$ cat config.mk
export PLATFORM = sky130hd
export DESIGN_NAME = obs_field_flat
export DESIGN_NICKNAME = d
export VERILOG_FILES = /design/src/rtl/obs_field_if.sv /design/src/rtl/obs_field.sv /design/src/flat_wrapper.sv
export SDC_FILE = /design/constraint.sdc
export NUM_CORES = 1
export LEC_CHECK = 0
export CORE_AREA = 5 5 246 248
export CTS_CLUSTER_DIAMETER = 150
export DETAILED_ROUTE_END_ITERATION = 10
export DIE_AREA = 0 0 251 253
export GPL_TIMING_DRIVEN = 1
export PLACE_DENSITY = 0.48
export SLEW_MARGIN = 20
export SYNTH_ARGS = -nofsm -noshare
export SYNTH_HDL_FRONTEND = slang
export SYNTH_SLANG_ARGS = --single-unit
$ cat constraint.sdc
create_clock -name clk -period 7 [get_ports clk]
set_input_delay 1.4 -clock clk [delete_from_list [all_inputs] [get_ports clk]]
set_output_delay 1.4 -clock clk [all_outputs]
set_load 0.05 [all_outputs]
$ cat src/rtl/obs_field_if.sv
// obs_field_if -- bundle between the obstacle engine and its surroundings.
//   Inputs to the engine: frame_tick, run, clr, level, pixel x/y and the
//   shot box (shot_valid, shot_x_l/r, shot_y_t/b, inclusive bounds).
//   Outputs from the engine: obs_on (colour mux), hit/miss pulses,
//   hit_idx (slot of last hit) and active_cnt (valid slot count).
//   master: the game side driving the engine; slave: the engine itself.
interface obs_field_if;
  logic       frame_tick;
  logic       run;
  logic       clr;
  logic [2:0] level;
  logic [9:0] x;
  logic [9:0] y;
  logic       shot_valid;
  logic [9:0] shot_x_l;
  logic [9:0] shot_x_r;
  logic [9:0] shot_y_t;
  logic [9:0] shot_y_b;
  logic       obs_on;
  logic       hit;
  logic       miss;
  logic [2:0] hit_idx;
  logic [3:0] active_cnt;

  modport master (
    output frame_tick, run, clr, level, x, y,
           shot_valid, shot_x_l, shot_x_r, shot_y_t, shot_y_b,
    input  obs_on, hit, miss, hit_idx, active_cnt
  );

  modport slave (
    input  frame_tick, run, clr, level, x, y,
           shot_valid, shot_x_l, shot_x_r, shot_y_t, shot_y_b,
    output obs_on, hit, miss, hit_idx, active_cnt
  );
endinterface

$ cat src/rtl/obs_field.sv
// obs_field -- multi-obstacle engine for the VGA shooter.
//   Holds N_OBS falling square obstacles, spawns them at pseudo-random x
//   every SPAWN_PERIOD processed frames, moves them by OBS_V+level per
//   frame, and reports shot hits and floor misses.
// Ports:
//   clk  pixel clock
//   rst  asynchronous, active-high reset
//   bus  obs_field_if.slave: frame_tick/run/clr/level, pixel x/y, shot box
//        in; obs_on (combinational), hit/miss (pulses during the processed
//        frame_tick clk), hit_idx, active_cnt (registered) out.
module obs_field #(
  parameter int          N_OBS        = 4,
  parameter int          MAX_X        = 640,
  parameter int          MAX_Y        = 480,
  parameter int          OBS_SIZE     = 20,
  parameter int          OBS_V        = 2,
  parameter int          SPAWN_PERIOD = 30,
  parameter int          TOP_Y        = 16,
  parameter logic [15:0] LFSR_SEED    = 16'hACE1
) (
  input logic         clk,
  input logic         rst,
  obs_field_if.slave  bus
);

  localparam int          CNT_W   = (SPAWN_PERIOD > 1) ? $clog2(SPAWN_PERIOD) : 1;
  localparam logic [10:0] Y_LIMIT = 11'(MAX_Y - OBS_SIZE);
  localparam logic [9:0]  X_SPAN  = 10'(MAX_X - OBS_SIZE);
  localparam logic [10:0] EDGE    = 11'(OBS_SIZE - 1);

  logic [N_OBS-1:0] valid_q, valid_d;
  logic [9:0]       x_q [N_OBS];
  logic [9:0]       x_d [N_OBS];
  logic [9:0]       y_q [N_OBS];
  logic [9:0]       y_d [N_OBS];
  logic [CNT_W-1:0] cnt_q, cnt_d;
  logic [15:0]      lfsr_q, lfsr_d;
  logic [2:0]       hit_idx_q, hit_idx_d;
  logic [3:0]       active_q, active_d;

  logic [10:0]      x_r   [N_OBS];
  logic [10:0]      y_b   [N_OBS];
  logic [10:0]      y_sum [N_OBS];
  logic [N_OBS-1:0] overlap;
  logic [N_OBS-1:0] pix_in;
  logic [10:0]      vel;
  logic [9:0]       spawn_x;
  logic             frame_go;
  logic             hit_any;
  logic             free_found;
  int unsigned      hit_sel;
  int unsigned      free_sel;
  logic             hit_c;
  logic             miss_c;

  // Fibonacci LFSR, taps 16,14,13,11 (right-shifting form); free-running.
  always_comb begin
    lfsr_d = {lfsr_q[0] ^ lfsr_q[2] ^ lfsr_q[3] ^ lfsr_q[5], lfsr_q[15:1]};
  end

  // Fold 10-bit random value into the legal x range with one subtraction.
  assign spawn_x = (lfsr_q[9:0] > X_SPAN) ? (lfsr_q[9:0] - X_SPAN) : lfsr_q[9:0];

  assign vel      = 11'(OBS_V) + {8'd0, bus.level};
  assign frame_go = bus.frame_tick && bus.run && !bus.clr;

  // Per-slot geometry: edges, shot overlap, pixel coverage, next y.
  always_comb begin
    for (int unsigned i = 0; i < N_OBS; i++) begin
      x_r[i]     = {1'b0, x_q[i]} + EDGE;
      y_b[i]     = {1'b0, y_q[i]} + EDGE;
      y_sum[i]   = {1'b0, y_q[i]} + vel;
      overlap[i] = valid_q[i] && bus.shot_valid &&
                   ({1'b0, bus.shot_x_r} >= {1'b0, x_q[i]}) &&
                   ({1'b0, bus.shot_x_l} <= x_r[i]) &&
                   ({1'b0, bus.shot_y_b} >= {1'b0, y_q[i]}) &&
                   ({1'b0, bus.shot_y_t} <= y_b[i]);
      pix_in[i]  = valid_q[i] &&
                   ({1'b0, bus.x} >= {1'b0, x_q[i]}) && ({1'b0, bus.x} <= x_r[i]) &&
                   ({1'b0, bus.y} >= {1'b0, y_q[i]}) && ({1'b0, bus.y} <= y_b[i]);
    end
  end

  // Lowest-index overlapping slot and lowest-index slot free before the frame.
  always_comb begin
    hit_any    = 1'b0;
    hit_sel    = 0;
    free_found = 1'b0;
    free_sel   = 0;
    for (int unsigned i = 0; i < N_OBS; i++) begin
      if (overlap[i] && !hit_any) begin
        hit_any = 1'b1;
        hit_sel = i;
      end
      if (!valid_q[i] && !free_found) begin
        free_found = 1'b1;
        free_sel   = i;
      end
    end
  end

  // Frame processing: hit > miss > move per slot, then spawn into a slot
  // that was already free, so a slot cleared this frame is never refilled
  // in the same frame.
  always_comb begin
    valid_d   = valid_q;
    x_d       = x_q;
    y_d       = y_q;
    cnt_d     = cnt_q;
    hit_idx_d = hit_idx_q;
    miss_c    = 1'b0;
    if (bus.clr) begin
      valid_d = '0;
    end else if (frame_go) begin
      for (int unsigned i = 0; i < N_OBS; i++) begin
        if (hit_any && (i == hit_sel)) begin
          valid_d[i] = 1'b0;
        end else if (valid_q[i]) begin
          if (y_sum[i] > Y_LIMIT) begin
            valid_d[i] = 1'b0;
            miss_c     = 1'b1;
          end else begin
            y_d[i] = y_sum[i][9:0];
          end
        end
      end
      if (hit_any) begin
        hit_idx_d = 3'(hit_sel);
      end
      if (cnt_q == CNT_W'(SPAWN_PERIOD - 1)) begin
        cnt_d = '0;
        for (int unsigned i = 0; i < N_OBS; i++) begin
          if (free_found && (i == free_sel)) begin
            valid_d[i] = 1'b1;
            x_d[i]     = spawn_x;
            y_d[i]     = 10'(TOP_Y);
          end
        end
      end else begin
        cnt_d = cnt_q + CNT_W'(1);
      end
    end
  end

  assign hit_c = frame_go && hit_any;

  always_comb begin
    active_d = '0;
    for (int unsigned i = 0; i < N_OBS; i++) begin
      active_d = active_d + 4'(valid_q[i]);
    end
  end

  always_ff @(posedge clk or posedge rst) begin
    if (rst) begin
      valid_q   <= '0;
      for (int unsigned i = 0; i < N_OBS; i++) begin
        x_q[i] <= '0;
        y_q[i] <= '0;
      end
      cnt_q     <= '0;
      lfsr_q    <= LFSR_SEED;
      hit_idx_q <= '0;
      active_q  <= '0;
    end else begin
      valid_q   <= valid_d;
      for (int unsigned i = 0; i < N_OBS; i++) begin
        x_q[i] <= x_d[i];
        y_q[i] <= y_d[i];
      end
      cnt_q     <= cnt_d;
      lfsr_q    <= lfsr_d;
      hit_idx_q <= hit_idx_d;
      active_q  <= active_d;
    end
  end

  assign bus.obs_on     = |pix_in;
  assign bus.hit        = hit_c;
  assign bus.miss       = miss_c;
  assign bus.hit_idx    = hit_idx_q;
  assign bus.active_cnt = active_q;

endmodule

$ cat src/flat_wrapper.sv
// flat-port wrapper written by rule: the top's interface ports become plain ports
module obs_field_flat 
#(
  parameter int          N_OBS        = 4,
  parameter int          MAX_X        = 640,
  parameter int          MAX_Y        = 480,
  parameter int          OBS_SIZE     = 20,
  parameter int          OBS_V        = 2,
  parameter int          SPAWN_PERIOD = 30,
  parameter int          TOP_Y        = 16,
  parameter logic [15:0] LFSR_SEED    = 16'hACE1
)
  (clk, rst, bus_frame_tick, bus_run, bus_clr, bus_level, bus_x, bus_y, bus_shot_valid, bus_shot_x_l, bus_shot_x_r, bus_shot_y_t, bus_shot_y_b, bus_obs_on, bus_hit, bus_miss, bus_hit_idx, bus_active_cnt);
  obs_field_if bus_i ();
  input logic clk;
  input logic rst;
  input wire logic [$bits(bus_i.frame_tick)-1:0] bus_frame_tick;
  input wire logic [$bits(bus_i.run)-1:0] bus_run;
  input wire logic [$bits(bus_i.clr)-1:0] bus_clr;
  input wire logic [$bits(bus_i.level)-1:0] bus_level;
  input wire logic [$bits(bus_i.x)-1:0] bus_x;
  input wire logic [$bits(bus_i.y)-1:0] bus_y;
  input wire logic [$bits(bus_i.shot_valid)-1:0] bus_shot_valid;
  input wire logic [$bits(bus_i.shot_x_l)-1:0] bus_shot_x_l;
  input wire logic [$bits(bus_i.shot_x_r)-1:0] bus_shot_x_r;
  input wire logic [$bits(bus_i.shot_y_t)-1:0] bus_shot_y_t;
  input wire logic [$bits(bus_i.shot_y_b)-1:0] bus_shot_y_b;
  output wire logic [$bits(bus_i.obs_on)-1:0] bus_obs_on;
  output wire logic [$bits(bus_i.hit)-1:0] bus_hit;
  output wire logic [$bits(bus_i.miss)-1:0] bus_miss;
  output wire logic [$bits(bus_i.hit_idx)-1:0] bus_hit_idx;
  output wire logic [$bits(bus_i.active_cnt)-1:0] bus_active_cnt;
  assign bus_i.frame_tick = bus_frame_tick;
  assign bus_i.run = bus_run;
  assign bus_i.clr = bus_clr;
  assign bus_i.level = bus_level;
  assign bus_i.x = bus_x;
  assign bus_i.y = bus_y;
  assign bus_i.shot_valid = bus_shot_valid;
  assign bus_i.shot_x_l = bus_shot_x_l;
  assign bus_i.shot_x_r = bus_shot_x_r;
  assign bus_i.shot_y_t = bus_shot_y_t;
  assign bus_i.shot_y_b = bus_shot_y_b;
  assign bus_obs_on = bus_i.obs_on;
  assign bus_hit = bus_i.hit;
  assign bus_miss = bus_i.miss;
  assign bus_hit_idx = bus_i.hit_idx;
  assign bus_active_cnt = bus_i.active_cnt;
  obs_field #(.N_OBS(N_OBS), .MAX_X(MAX_X), .MAX_Y(MAX_Y), .OBS_SIZE(OBS_SIZE), .OBS_V(OBS_V), .SPAWN_PERIOD(SPAWN_PERIOD), .TOP_Y(TOP_Y), .LFSR_SEED(LFSR_SEED)) u_core (.clk(clk), .rst(rst), .bus(bus_i));
endmodule
==> summary by stage, run 1 <==
Die
The initial core utilization is 24.5%. The initialized floorplan defines 89 standard-cell rows. The core area is 0.0582 sq mm.

The die is 253 um tall. The chip width is 251 um. The number of top-level pins is 79. The overall die area is 0.0635 sq mm.

Clock network
Buffers added to address setup during post-CTS repair amount to 0. After clock tree synthesis, the clock-pin slew on the worst setup and hold paths is 90 ps. In this run the clock root is driven by a sky130_fd_sc_hd__clkbuf_16.

In this run, post-CTS repair resized a total of 0 instances. For this design, the sink count on the clock tree is 110. In this run the deepest clock path goes through 2 buffers. For this design, the CTS-stage hold fixing added 0 buffers. The worst-skew pair later-pin latency is 410 ps. The H-tree generated during clock tree synthesis spans 3 levels.

TritonCTS built the clock tree. The number of buffers created by CTS is 9.

Drt
For this run, the detailed router's first-pass iteration total came to 5. The routed via count is 13200. The routed wire length is 53.4 mm.

The count of nets left with antenna violations after detail routing is 0. The final routed DRC violation total is 0. The per-cell via count in the routed design is 5.24. After detailed routing, the average wire length per cell comes to 21.2 um. The number of DRC markers after the initial detailed-route iteration is 950.

Layout
After filler insertion, the fill cell instance count of the layout stands at 6224. In the layout the commonest cells are 344 x sky130_fd_sc_hd__ha_1, 138 x sky130_fd_sc_hd__o21ai_0, 122 x sky130_fd_sc_hd__nand2_1. The share of the core filled with cells in the final layout is 28.2%. Leaving out fill and tap cells, the most frequent cell in the layout is sky130_fd_sc_hd__ha_1. 0 antenna diodes ended up in the layout. In the final layout, the share of cells above drive strength 1 is 4.76%.

Excluding fillers, the count of instances in the completed layout stands at 2515. The final layout contains 2155 nets. The area growth from synthesis to layout is 15.0%.

Logic synthesis
After synthesis the cells add up to 0.0143 sq mm. The number of distinct library cell variants in the gate-level netlist after synthesis is 88. The predominant post-synthesis flop cell is sky130_fd_sc_hd__dfrtp_1. In this run, synthesis produced a sequential element count of 110.

The share of synthesized flip-flops with an asynchronous set or reset is 100%. The number of instances in the synthesized netlist is 1651. Sequential elements use 19.3% of the synthesized area. A synthesized cell averages 8.65 sq um. The count of synthesis-stage warnings from yosys is 0. In this run, synthesis inferred 0 flip-flops with an integrated enable.

STA
The highest attainable clock frequency is 0.149 GHz. The setup total negative slack is 0 ps. Setup repair after global routing left no endpoint under its margin.

After layout, the worst path uses 95.8% of the clock period. Setup violations remaining at the end of the flow were counted as 0. The worst hold-check slack is 358 ps. The worst-margin pin slew is 1040 ps. The final count of hold timing violations came to 0. The clock period could shrink to 6710 ps.

The worst max-slew margin expressed relative to the limit is 30.6%. The final worst clock skew is 20.2 ps. The count of final max-slew check failures came to 0.

Global route
The via count of the first global-routing pass is 13100. The overall fraction of global-route tracks in use is 16.5%. The residual overflow from global routing is 0.

For met2 alone, demand over resource in global routing was 27.9%. The layer flagged by global routing as most heavily used is met2. The pin count of the biggest net entering global routing is 51. The met1 demand-to-capacity share in global routing is 22.0%. The initial antenna violation count is 0. The met3 track demand over resource is 2.50%.

The first global-routing pass estimated 80.5 mm of wire.

Status
The run finished with clean final reports.

Setup path
The startpoint identified for the worst register-to-register timing path is u_core.x_q[20]. The destination of the critical timing path is bus_miss. The worst setup path is captured at a primary output. The worst setup path is of the in2out kind. The number of cells on the worst reg-to-reg path is 16. The endpoint arrival time on the critical path is 5310 ps. The critical path launch point is bus_level[0]. The register-to-register path setup slack is 1960 ps. The maximum fanout count along the critical path is 4. The worst setup path is launched from a primary input. The worst register-to-register path ends at u_core.y_q[15]. The required time of the worst setup path is 5600 ps.

Power
For this design the ratio of total power to cell area is 112 mW/mm^2. VDD sags by at most 0.121 mV. Power comes to 0.00184 W.

The static leakage is 7.17 nW.

Placed design
At the end of routability-driven placement, the weighted congestion stood at 0.859. Once detailed placement completed, the half-perimeter wirelength came to 42.3 mm. The number of buffer cells added on primary ports is 76. The number of placed instances, taps included, is 2499.

Run
The total of max-cap violations is 0.

Min path
The type of the tightest min-delay check is reg2reg.
[layout make-up]
| cell class | count | area, sq um | area share [%] |
|---|---|---|---|
| tap | 773 | 967 | 5.89 |
| clock inverter | 7 | 91.3 | 0.556 |
| timing repair buffer | 102 | 963 | 5.86 |
| clock buffer | 9 | 225 | 1.37 |
| sequential | 110 | 2760 | 16.8 |
| inverter | 117 | 442 | 2.69 |
| multi-input combinational | 1397 | 11000 | 66.8 |
[cells by family (layout without fill, tap and decap cells)]
logic type,Yosys count,after routing,share of synthesized area [%]
muxes,7,7,0.525
AOI/OAI and AO/OA,520,520,24.1
xor gates and xnor gates,83,83,5.37
other,1,2,0.0262
DFF,110,110,19.3
buffers and inverters,145,235,3.95
and+or+nand+nor,434,434,15.8
adders and majority gates,351,351,31.0
[sequential cells by signal (all words and copies together), names as in the netlist]
name and flops:
u_core.x_q 40, u_core.y_q 40, u_core.lfsr_q 16, u_core.cnt_q 5, u_core.valid_q 4, u_core.bus.active_cnt 3
u_core.bus.hit_idx 2
[report_power, final]
group	switching [W]	total (W)	internal, W
Sequential	0.0000229	0.000676	0.000653
Clock	0.000319	0.000580	0.000260
Combinational	0.000348	0.000586	0.000238
Total	0.000690	0.00184	0.00115
[Yosys cell counts, types with 5 or more instances]
| master | count | area share (%) |
|---|---|---|
| sky130_fd_sc_hd__ha_1 | 344 | 30 |
| sky130_fd_sc_hd__o21ai_0 | 138 | 4.8 |
| sky130_fd_sc_hd__nand2_1 | 122 | 3.2 |
| sky130_fd_sc_hd__a21oi_1 | 114 | 4.0 |
| sky130_fd_sc_hd__inv_1 | 112 | 2.9 |
| sky130_fd_sc_hd__dfrtp_1 | 102 | 18 |
| sky130_fd_sc_hd__nor2_1 | 67 | 1.8 |
| sky130_fd_sc_hd__xnor2_1 | 65 | 4.0 |
| sky130_fd_sc_hd__a21o_1 | 43 | 2.3 |
| sky130_fd_sc_hd__nor3_1 | 42 | 1.5 |
| sky130_fd_sc_hd__o21a_1 | 42 | 2.2 |
| sky130_fd_sc_hd__nand4_1 | 40 | 1.8 |
| sky130_fd_sc_hd__nand3_1 | 34 | 1.2 |
| sky130_fd_sc_hd__nor2b_1 | 33 | 1.4 |
| sky130_fd_sc_hd__o211ai_1 | 25 | 1.3 |
| sky130_fd_sc_hd__clkbuf_1 | 23 | 0.60 |
| sky130_fd_sc_hd__a211oi_1 | 20 | 1.1 |
| sky130_fd_sc_hd__or3_1 | 17 | 0.74 |
| sky130_fd_sc_hd__a31oi_1 | 15 | 0.66 |
| sky130_fd_sc_hd__xor2_1 | 15 | 0.92 |
| sky130_fd_sc_hd__nor4_1 | 14 | 0.61 |
| sky130_fd_sc_hd__and3_1 | 13 | 0.57 |
| sky130_fd_sc_hd__o2111ai_1 | 12 | 0.74 |
| sky130_fd_sc_hd__o31ai_1 | 12 | 0.63 |
| sky130_fd_sc_hd__and4_1 | 10 | 0.61 |
| sky130_fd_sc_hd__a21boi_0 | 9 | 0.47 |
| sky130_fd_sc_hd__nand2b_1 | 9 | 0.39 |
| sky130_fd_sc_hd__a211o_1 | 8 | 0.49 |
| sky130_fd_sc_hd__dfstp_2 | 8 | 1.5 |
| sky130_fd_sc_hd__o21bai_1 | 8 | 0.42 |
| sky130_fd_sc_hd__o32ai_1 | 7 | 0.43 |
| sky130_fd_sc_hd__a2111oi_0 | 6 | 0.37 |
| sky130_fd_sc_hd__and2_1 | 6 | 0.26 |
| sky130_fd_sc_hd__mux2i_1 | 6 | 0.42 |
| sky130_fd_sc_hd__nand3b_1 | 6 | 0.32 |
| sky130_fd_sc_hd__a311o_1 | 5 | 0.35 |
| sky130_fd_sc_hd__fa_1 | 5 | 0.70 |
| sky130_fd_sc_hd__o211a_1 | 5 | 0.35 |
| sky130_fd_sc_hd__o22ai_1 | 5 | 0.22 |
| sky130_fd_sc_hd__o2bb2ai_1 | 5 | 0.31 |
| sky130_fd_sc_hd__or2_2 | 5 | 0.22 |
[worst min-delay path by stage]
stage | from | endpoint | depth (start not counted)
final | u_core.lfsr_q[14] | u_core.lfsr_q[13] | 0
after global routing | u_core.lfsr_q[14] | u_core.lfsr_q[13] | 0
after CTS | u_core.lfsr_q[14] | u_core.lfsr_q[13] | 0
after detailed placement | u_core.lfsr_q[14] | u_core.lfsr_q[13] | 0
after global placement | u_core.lfsr_q[14] | u_core.lfsr_q[13] | 0
after floorplan | u_core.lfsr_q[12] | u_core.lfsr_q[11] | 0
[critical path, cell delays in order]
cell and delay [ps]:
sky130_fd_sc_hd__clkdlybuf4s50_1 690, sky130_fd_sc_hd__ha_1 410, sky130_fd_sc_hd__fa_1 440, sky130_fd_sc_hd__xor2_1 210
sky130_fd_sc_hd__o21ai_0 120, sky130_fd_sc_hd__nor3_1 290, sky130_fd_sc_hd__nor4_1 80, sky130_fd_sc_hd__o41ai_1 630
sky130_fd_sc_hd__buf_4 270, sky130_fd_sc_hd__nand2_1 80, sky130_fd_sc_hd__a21oi_1 170, sky130_fd_sc_hd__o31ai_1 140
sky130_fd_sc_hd__nand3_1 190, sky130_fd_sc_hd__buf_12 170
[through the flow]
stage          setup WS, ps  cell area [sq um]
3_3_place_gp            314              16100
5_1_grt                38.2              16400
6_report                294              16400
4_1_cts                 300              16400
2_1_floorplan          1590              14300
3_5_place_dp            325              16100
[routing by layer]
metal  routed length (um)  part of all wire, %
met4                 1380                  2.6
met1                24700                   46
met5                    0                    0
met2                24900                   47
met3                 2420                  4.5
(Power assumes the default switching activity.)
==> inputs of run 2 (changes only) <==
--- a/config.mk
+++ b/config.mk
@@ -9,6 +9,7 @@
 export CTS_CLUSTER_DIAMETER = 150
 export DETAILED_ROUTE_END_ITERATION = 10
 export DIE_AREA = 0 0 251 253
+export GPL_ROUTABILITY_DRIVEN = 0
 export GPL_TIMING_DRIVEN = 1
 export PLACE_DENSITY = 0.48
 export SLEW_MARGIN = 20
==> run 2 against run 1 <==
Sequential share of layout area barely moved. Critical path type unchanged. Core utilization is 0.079 points lower. Setup slack better by 120 ps.
==> summary by stage, run 2 (synthesis gave the netlist of run 1 again) <==
Global route
The global-route wire length before repair is 79.9 mm. Across every metal layer, demand over resource in global routing totals 16.2%. For met1 alone, demand over resource in global routing was 22.3%. For this run, global-route usage on met3 was measured as 2.15%.

The initial antenna violation count is 0. The met2 global-route usage is 26.5%. For this run the aggregate overflow at the end of global routing stands at 0.

The pin count of the biggest net entering global routing is 45. The global routing stage identified its most utilized layer as met2. The via count of the first global-routing pass was 13100.

Layout
The number of inserted filler cells in the final layout is 6221. The largest registers in the layout are u_core.x_q x40, u_core.y_q x40, u_core.lfsr_q x16. Leaving out fill and tap cells, the most frequent cell in the layout is sky130_fd_sc_hd__ha_1. In the final design database the tool counted 2150 nets.

Measured on the finished design, the core utilization comes to 28.1%. The area growth from synthesis to layout is 14.7%. The number of antenna diodes in the final layout is 0. The layout cell share with drive strength beyond 1 is 4.55%. The library cells used most frequently in the layout, excluding fill and tap cells, are 344 x sky130_fd_sc_hd__ha_1, 138 x sky130_fd_sc_hd__o21ai_0, 122 x sky130_fd_sc_hd__nand2_1.

STA
Setup repair after global routing left no endpoint under its margin. The worst-margin pin slew is 1020 ps. After layout, the worst setup slack is 410 ps. Hold timing on the final database bottoms out at a slack of 362 ps.

Timing would allow up to 0.152 GHz. The number of setup violations in the final report is 0. The final count of hold timing violations came to 0. The worst path in the final design needs a cycle of 6590 ps, including I/O delays and setup. Clock skew on the completed layout was measured at 12.0 ps. The post-route clock period utilization is 94.1%. Summed over all failing endpoints, the final setup total negative slack is 0 ps. The worst pin sits at a relative slew slack of 31.9%. The count of final max-slew check failures came to 0.

Clock network
Buffers inserted during clock tree synthesis total 9. The number of H-tree levels is 3. The total number of clock tree sinks is 110.

The clock reaches the later pin of the worst-skew pair after 400 ps. The number of buffers added for setup after CTS is 0. TritonCTS built the clock tree.

The cell at the root of the clock tree is sky130_fd_sc_hd__clkbuf_16. Hold repair after CTS inserted 0 buffers. The number of buffers on the longest clock path is 2.

Clock-pin slew was measured on the worst setup and hold paths at 90 ps. The post-cts resize count is 0.

Status
The run finished with clean final reports.

Power
Per report_power, the sequential group accounts for 36.8% of the total. Combinational logic burns 31.5% of the power. The peak ir drop on the vdd network is 0.124 mV. Power spread over the standard cell area amounts to 112 mW/mm^2. The internal power of the cells totals 0.00115 W. For this design the static power due to leakage is 7.14 nW. The relative contribution of the clock network to total power is 31.7%. In this run switching power makes up 37.4% of total power.

The sum of internal, switching and leakage power is 0.00184 W. In this run the power spent charging and discharging nets is 0.000686 W.

Setup path
The number of buffer and inverter instances along the worst setup path is 2. Data arrives at the worst endpoint at 5190 ps. The biggest cell delay along the critical path is 860 ps.

The most numerous cell on the critical path is sky130_fd_sc_hd__o21a_1. The endpoint identified for the worst register-to-register timing path is u_core.y_q[15]. By startpoint and endpoint, the worst setup path is classified as in2out. On the critical path, the stage with the largest delay is an instance of sky130_fd_sc_hd__clkdlybuf4s50_1. Of all nets on the critical path, the largest fanout is 8.

STA puts the critical path data required time at 5600 ps. Among cell families on the critical path, the largest total delay comes from buffers and inverters. The critical path goes through clkdlybuf4s50_1 -> ha_1 -> nor2b_1 -> o21a_1 -> o21a_1 -> o21bai_1 -> a31oi_1 -> o21a_1 -> nor4_1 -> a32o_1 -> a311o_1 -> clkdlybuf4s50_1.

The number of cells on the worst reg-to-reg path is 16. The critical path crosses 12 cells after its start point. In this run the critical register-to-register path is launched from u_core.x_q[20]. STA classifies the critical path startpoint as a primary input.

The nature of the critical path endpoint is a primary output. The register-to-register path setup slack is 1970 ps.

Die
Once the floorplan was initialized, standard cells occupied 24.5% of the core. The floorplan has 89 rows. The number of top-level pins is 79. The chip width is 251 um.

The core area is 0.0582 sq mm. The die is 253 um tall. The die covers 0.0635 sq mm.

Run
The total of max-cap violations is 0.

Drt
The per-cell via count in the routed design is 5.26. The first-pass iteration count of the detailed router is 7. After detailed routing, the number of remaining DRC violations is 0. In this run, the number of DRC markers left after iteration 0 of detailed routing was 919. The routed layout has 13200 vias. Dividing the detail-routed wire length by the instance count gives 20.8 um. The final layout contains routed wiring with a total length of 52.2 mm.

The count of nets left with antenna violations once routing finished came out at 0.

Min path
Counting instances, the worst hold path has a depth of 0. The worst min-delay path endpoint is u_core.lfsr_q[11]. The worst hold path begins at u_core.lfsr_q[12]. The path class of the tightest hold or removal check is reg2reg.

Placed design
The HPWL after detailed placement is 42.0 mm. During placement, the flow inserted port buffers numbering 76. The worst slack at placement is 378 ps.
[run 2: through the flow]
stage | cells | area, sq um
5_1_grt | 2510 | 16400
6_report | 2510 | 16400
3_3_place_gp | 2494 | 16100
3_5_place_dp | 2494 | 16100
2_1_floorplan | 1652 | 14300
4_1_cts | 2510 | 16400
[run 2: how the worst max path moves through the flow]
stage | startpoint | endpoint | slack (ps)
global placement | bus_y[1] | bus_obs_on | 430
floorplan | bus_level[1] | bus_miss | 1590
detailed placement | bus_y[1] | bus_obs_on | 380
CTS | bus_y[1] | bus_obs_on | 370
finish | bus_y[1] | bus_obs_on | 410
global route | bus_y[1] | bus_obs_on | 240
[run 2: metal layers]
| layer | wire length [um] | share of wire (%) |
|---|---|---|
| met1 | 24700 | 47 |
| met5 | 0 | 0 |
| met3 | 2260 | 4.3 |
| met4 | 1650 | 3.2 |
| met2 | 23600 | 45 |
[run 2: area by class of cell]
type,count,area [sq um],share of cell area [%]
clock buffer,9,225,1.37
clock inverter,7,86.3,0.527
inverter,117,442,2.70
multi-input combinational,1397,11000,67.0
sequential,110,2760,16.9
tap,773,967,5.90
timing repair buffer,97,926,5.65
[run 2: power by group through the flow]
stage,clock [W],combinational [W],sequential [W]
6_report,0.000583,0.000579,0.000675
4_1_cts,0.000601,0.000577,0.000675
2_1_floorplan,0,0.000352,0.000679
5_1_grt,0.000624,0.000651,0.000679
3_3_place_gp,0,0.000561,0.000687
3_5_place_dp,0,0.000572,0.000687
[run 2: worst reg2reg max path, delay by kind of cell, from the launching register on]
kind | cells | cell delay [ps]
AO/OA/AOI/OAI | 7 | 2590
AND/OR/NAND/NOR | 5 | 870
adder cells (fa/ha/maj) | 2 | 580
flip-flops | 1 | 460
XOR/XNOR | 1 | 280
buffers and inverters | 1 | 140
==> inputs of run 3 (changes only) <==
--- a/config.mk
+++ b/config.mk
@@ -5,13 +5,12 @@
 export SDC_FILE = /design/constraint.sdc
 export NUM_CORES = 1
 export LEC_CHECK = 0
-export CORE_AREA = 5 5 246 248
+export CORE_AREA = 5 5 185 187
 export CTS_CLUSTER_DIAMETER = 150
 export DETAILED_ROUTE_END_ITERATION = 10
-export DIE_AREA = 0 0 251 253
+export DIE_AREA = 0 0 190 192
 export GPL_ROUTABILITY_DRIVEN = 0
 export GPL_TIMING_DRIVEN = 1
-export PLACE_DENSITY = 0.48
 export SLEW_MARGIN = 20
 export SYNTH_ARGS = -nofsm -noshare
 export SYNTH_HDL_FRONTEND = slang
==> run 3 against run 2 <==
Sequential power barely moved. Count of clock-buffer cells in the layout stayed put. Sequential share of layout area increased by 0.45 points. Total power is 2.2% lower. Highest routed layer unchanged.
==> summary by stage, run 3 (synthesis gave the netlist of run 1 again) <==
Status
The flow ran to the end, and the final reports show no timing, DRC or antenna violations.

Placed design
The number of buffer cells added on primary ports is 76. The HPWL after detailed placement is 39.8 mm. The worst slack at placement is 406 ps.

Die
The initial core utilization is 44.3%. The number of top-level pins is 79. The core area is 0.0323 sq mm.

The chip width is 190 um. The initialized floorplan defines 66 standard-cell rows. The height of the die is 192 um. The overall die area is 0.0365 sq mm.

Layout
Across the whole layout, storage elements account for 0.00276 sq mm. Leaving out fill and tap cells, the most frequent cell in the layout is sky130_fd_sc_hd__ha_1. The area of the multi-input gates is 0.0110 sq mm.

In the final layout, the share of cells above drive strength 1 is 4.32%. 0 antenna diodes ended up in the layout. In the final layout, the registers with the most flip-flops are u_core.x_q x40, u_core.y_q x40, u_core.lfsr_q x16. Fill cells in the final layout number 3090. In the layout the commonest cells are 344 x sky130_fd_sc_hd__ha_1, 138 x sky130_fd_sc_hd__o21ai_0, 122 x sky130_fd_sc_hd__nand2_1. After the last flow step, the layout net total stands at 2148. The area growth from synthesis to layout is 11.7%.

Min path
The type of the tightest min-delay check is reg2reg. The number of cells on the worst hold path is 0. The worst min-delay path endpoint is u_core.lfsr_q[10]. The worst hold path begins at u_core.lfsr_q[11].

Drt
The count of nets left with antenna violations after detail routing is 0. In the final routed layout, each cell accounts on average for 22.0 um. The final routed DRC violation total is 0. The routed via count is 13200. Wires add up to 47.8 mm.

The number of DRC markers after the initial detailed-route iteration is 1194. The pre-antenna-repair detailed-routing pass consisted of 5 iterations. The per-cell via count in the routed design is 6.06.

Clock network
The number of buffers added for setup after CTS is 0. The clock tree from TritonCTS is done. The post-cts resize count is 0. The clock transition at the registers of the reported paths is 90 ps. The tree is rooted in a sky130_fd_sc_hd__clkbuf_16. The tree built by TritonCTS fans out to 110 sinks. The number of buffers created by CTS is 9. The longest clock path from root to sink contains 2 buffers. In this run, post-CTS hold repair placed 0 buffers. The number of H-tree levels is 3. The worst-skew pair later-pin latency is 380 ps.

Global route
The residual overflow from global routing is 0. Global routing used 5.31% of the available met3 tracks. The busiest layer in global routing is met2.

The initial antenna violation count is 0. The pin count of the biggest net entering global routing is 60. The global-route wire length before repair is 74.1 mm.

The via count of the first global-routing pass is 13200. Global routing used 26.1% of the available tracks across all layers. Global routing used 35.0% of the available met1 tracks.

The met2 global-route usage is 42.3%.

Setup path
The number of cells on the worst reg-to-reg path is 16. The endpoint arrival time on the critical path is 5250 ps. The critical path launch point is bus_y[1]. The slowest cell on the critical path is sky130_fd_sc_hd__clkdlybuf4s50_1.

The register-to-register path setup slack is 1980 ps. The most numerous cell on the critical path is sky130_fd_sc_hd__o21a_1. STA puts the critical path data required time at 5600 ps. Of all nets on the critical path, the largest fanout is 8. The critical register-to-register path endpoint is u_core.y_q[17].

The signal on the critical path passes through clkdlybuf4s50_1 -> ha_1 -> nor2b_1 -> o21a_1 -> o21a_1 -> o21bai_1 -> a31oi_1 -> o21a_1 -> nor4_1 -> a32o_1 -> a311o_1 -> clkdlybuf4s50_1. The nature of the critical path startpoint is a primary input. The critical path is of the in2out type. The worst setup path is captured at a primary output.

In this run the critical register-to-register path is launched from u_core.x_q[20]. The biggest cell delay along the critical path is 820 ps.

STA
The highest attainable clock frequency is 0.150 GHz. Adding up every negative setup slack in the final design gives 0 ps. The worst-margin pin slew is 1080 ps. The final count of hold timing violations is 0.

The number of setup violations in the final report is 0. Subtracting the final worst setup slack from the clock period gives 6650 ps. Clock skew on the completed layout was measured at 15.2 ps.

The post-route clock period utilization is 95.1%. Setup repair after global routing left no endpoint under its margin. The smallest setup slack after layout is 345 ps. The count of final max-slew check failures came to 0.

Measured against its own limit, the worst slew margin works out to 27.4%.

Run
Across the run, the number of max-cap violations was 0.

Power
Power spread over the standard cell area amounts to 113 mW/mm^2. In this run the static leakage power is 7.13 nW. VDD sags by at most 0.0914 mV.
-- run 3: layer usage --
| metal | wire length, um | part of all wire, % |
|---|---|---|
| met5 | 0 | 0 |
| met4 | 1610 | 3.4 |
| met3 | 2960 | 6.2 |
| met2 | 21500 | 45 |
| met1 | 21700 | 45 |
-- run 3: final cells by class --
cell class              instances  area share [%]
clock buffers                   9            1.41
clock inverters                 7           0.572
inverters                     117            2.77
multi-input cells            1397            68.8
flip-flops and latches        110            17.3
well taps                     442            3.46
repair buffers                 95            5.72
-- run 3: how the worst max path moves through the flow --
stage                            end  depth (start not counted)
after detailed placement  bus_obs_on                         12
after global routing      bus_obs_on                         12
after global placement    bus_obs_on                         12
after CTS                 bus_obs_on                         12
after floorplan             bus_miss                         11
final                     bus_obs_on                         12
-- run 3: power breakdown --
| part | internal, W | switching, W | total [W] |
|---|---|---|---|
| combinational | 0.000235 | 0.000330 | 0.000565 |
| sequential | 0.000653 | 0.0000231 | 0.000676 |
| clock | 0.000261 | 0.000296 | 0.000556 |
| total | 0.00115 | 0.000649 | 0.00180 |
-- run 3: critical path: cells and delay by family --
family	cells	cell delay, ps
buf+inv	2	1580
compound gates	7	1200
simple gates	2	740
fa+ha+maj	1	330
-- run 3: metrics by stage --
stage / hold WS, ps / total power (W) / util (%) / std cells / area (sq um)
3_3_place_gp: 343 / 0.00123 / 48.5 / 2161 / 15600
3_5_place_dp: 345 / 0.00124 / 48.5 / 2161 / 15600
6_report: 360 / 0.00180 / 49.4 / 2177 / 16000
2_1_floorplan: 333 / 0.00103 / - / 1652 / 14300
4_1_cts: 364 / 0.00180 / 49.4 / 2177 / 16000
5_1_grt: 367 / 0.00191 / 49.4 / 2177 / 16000
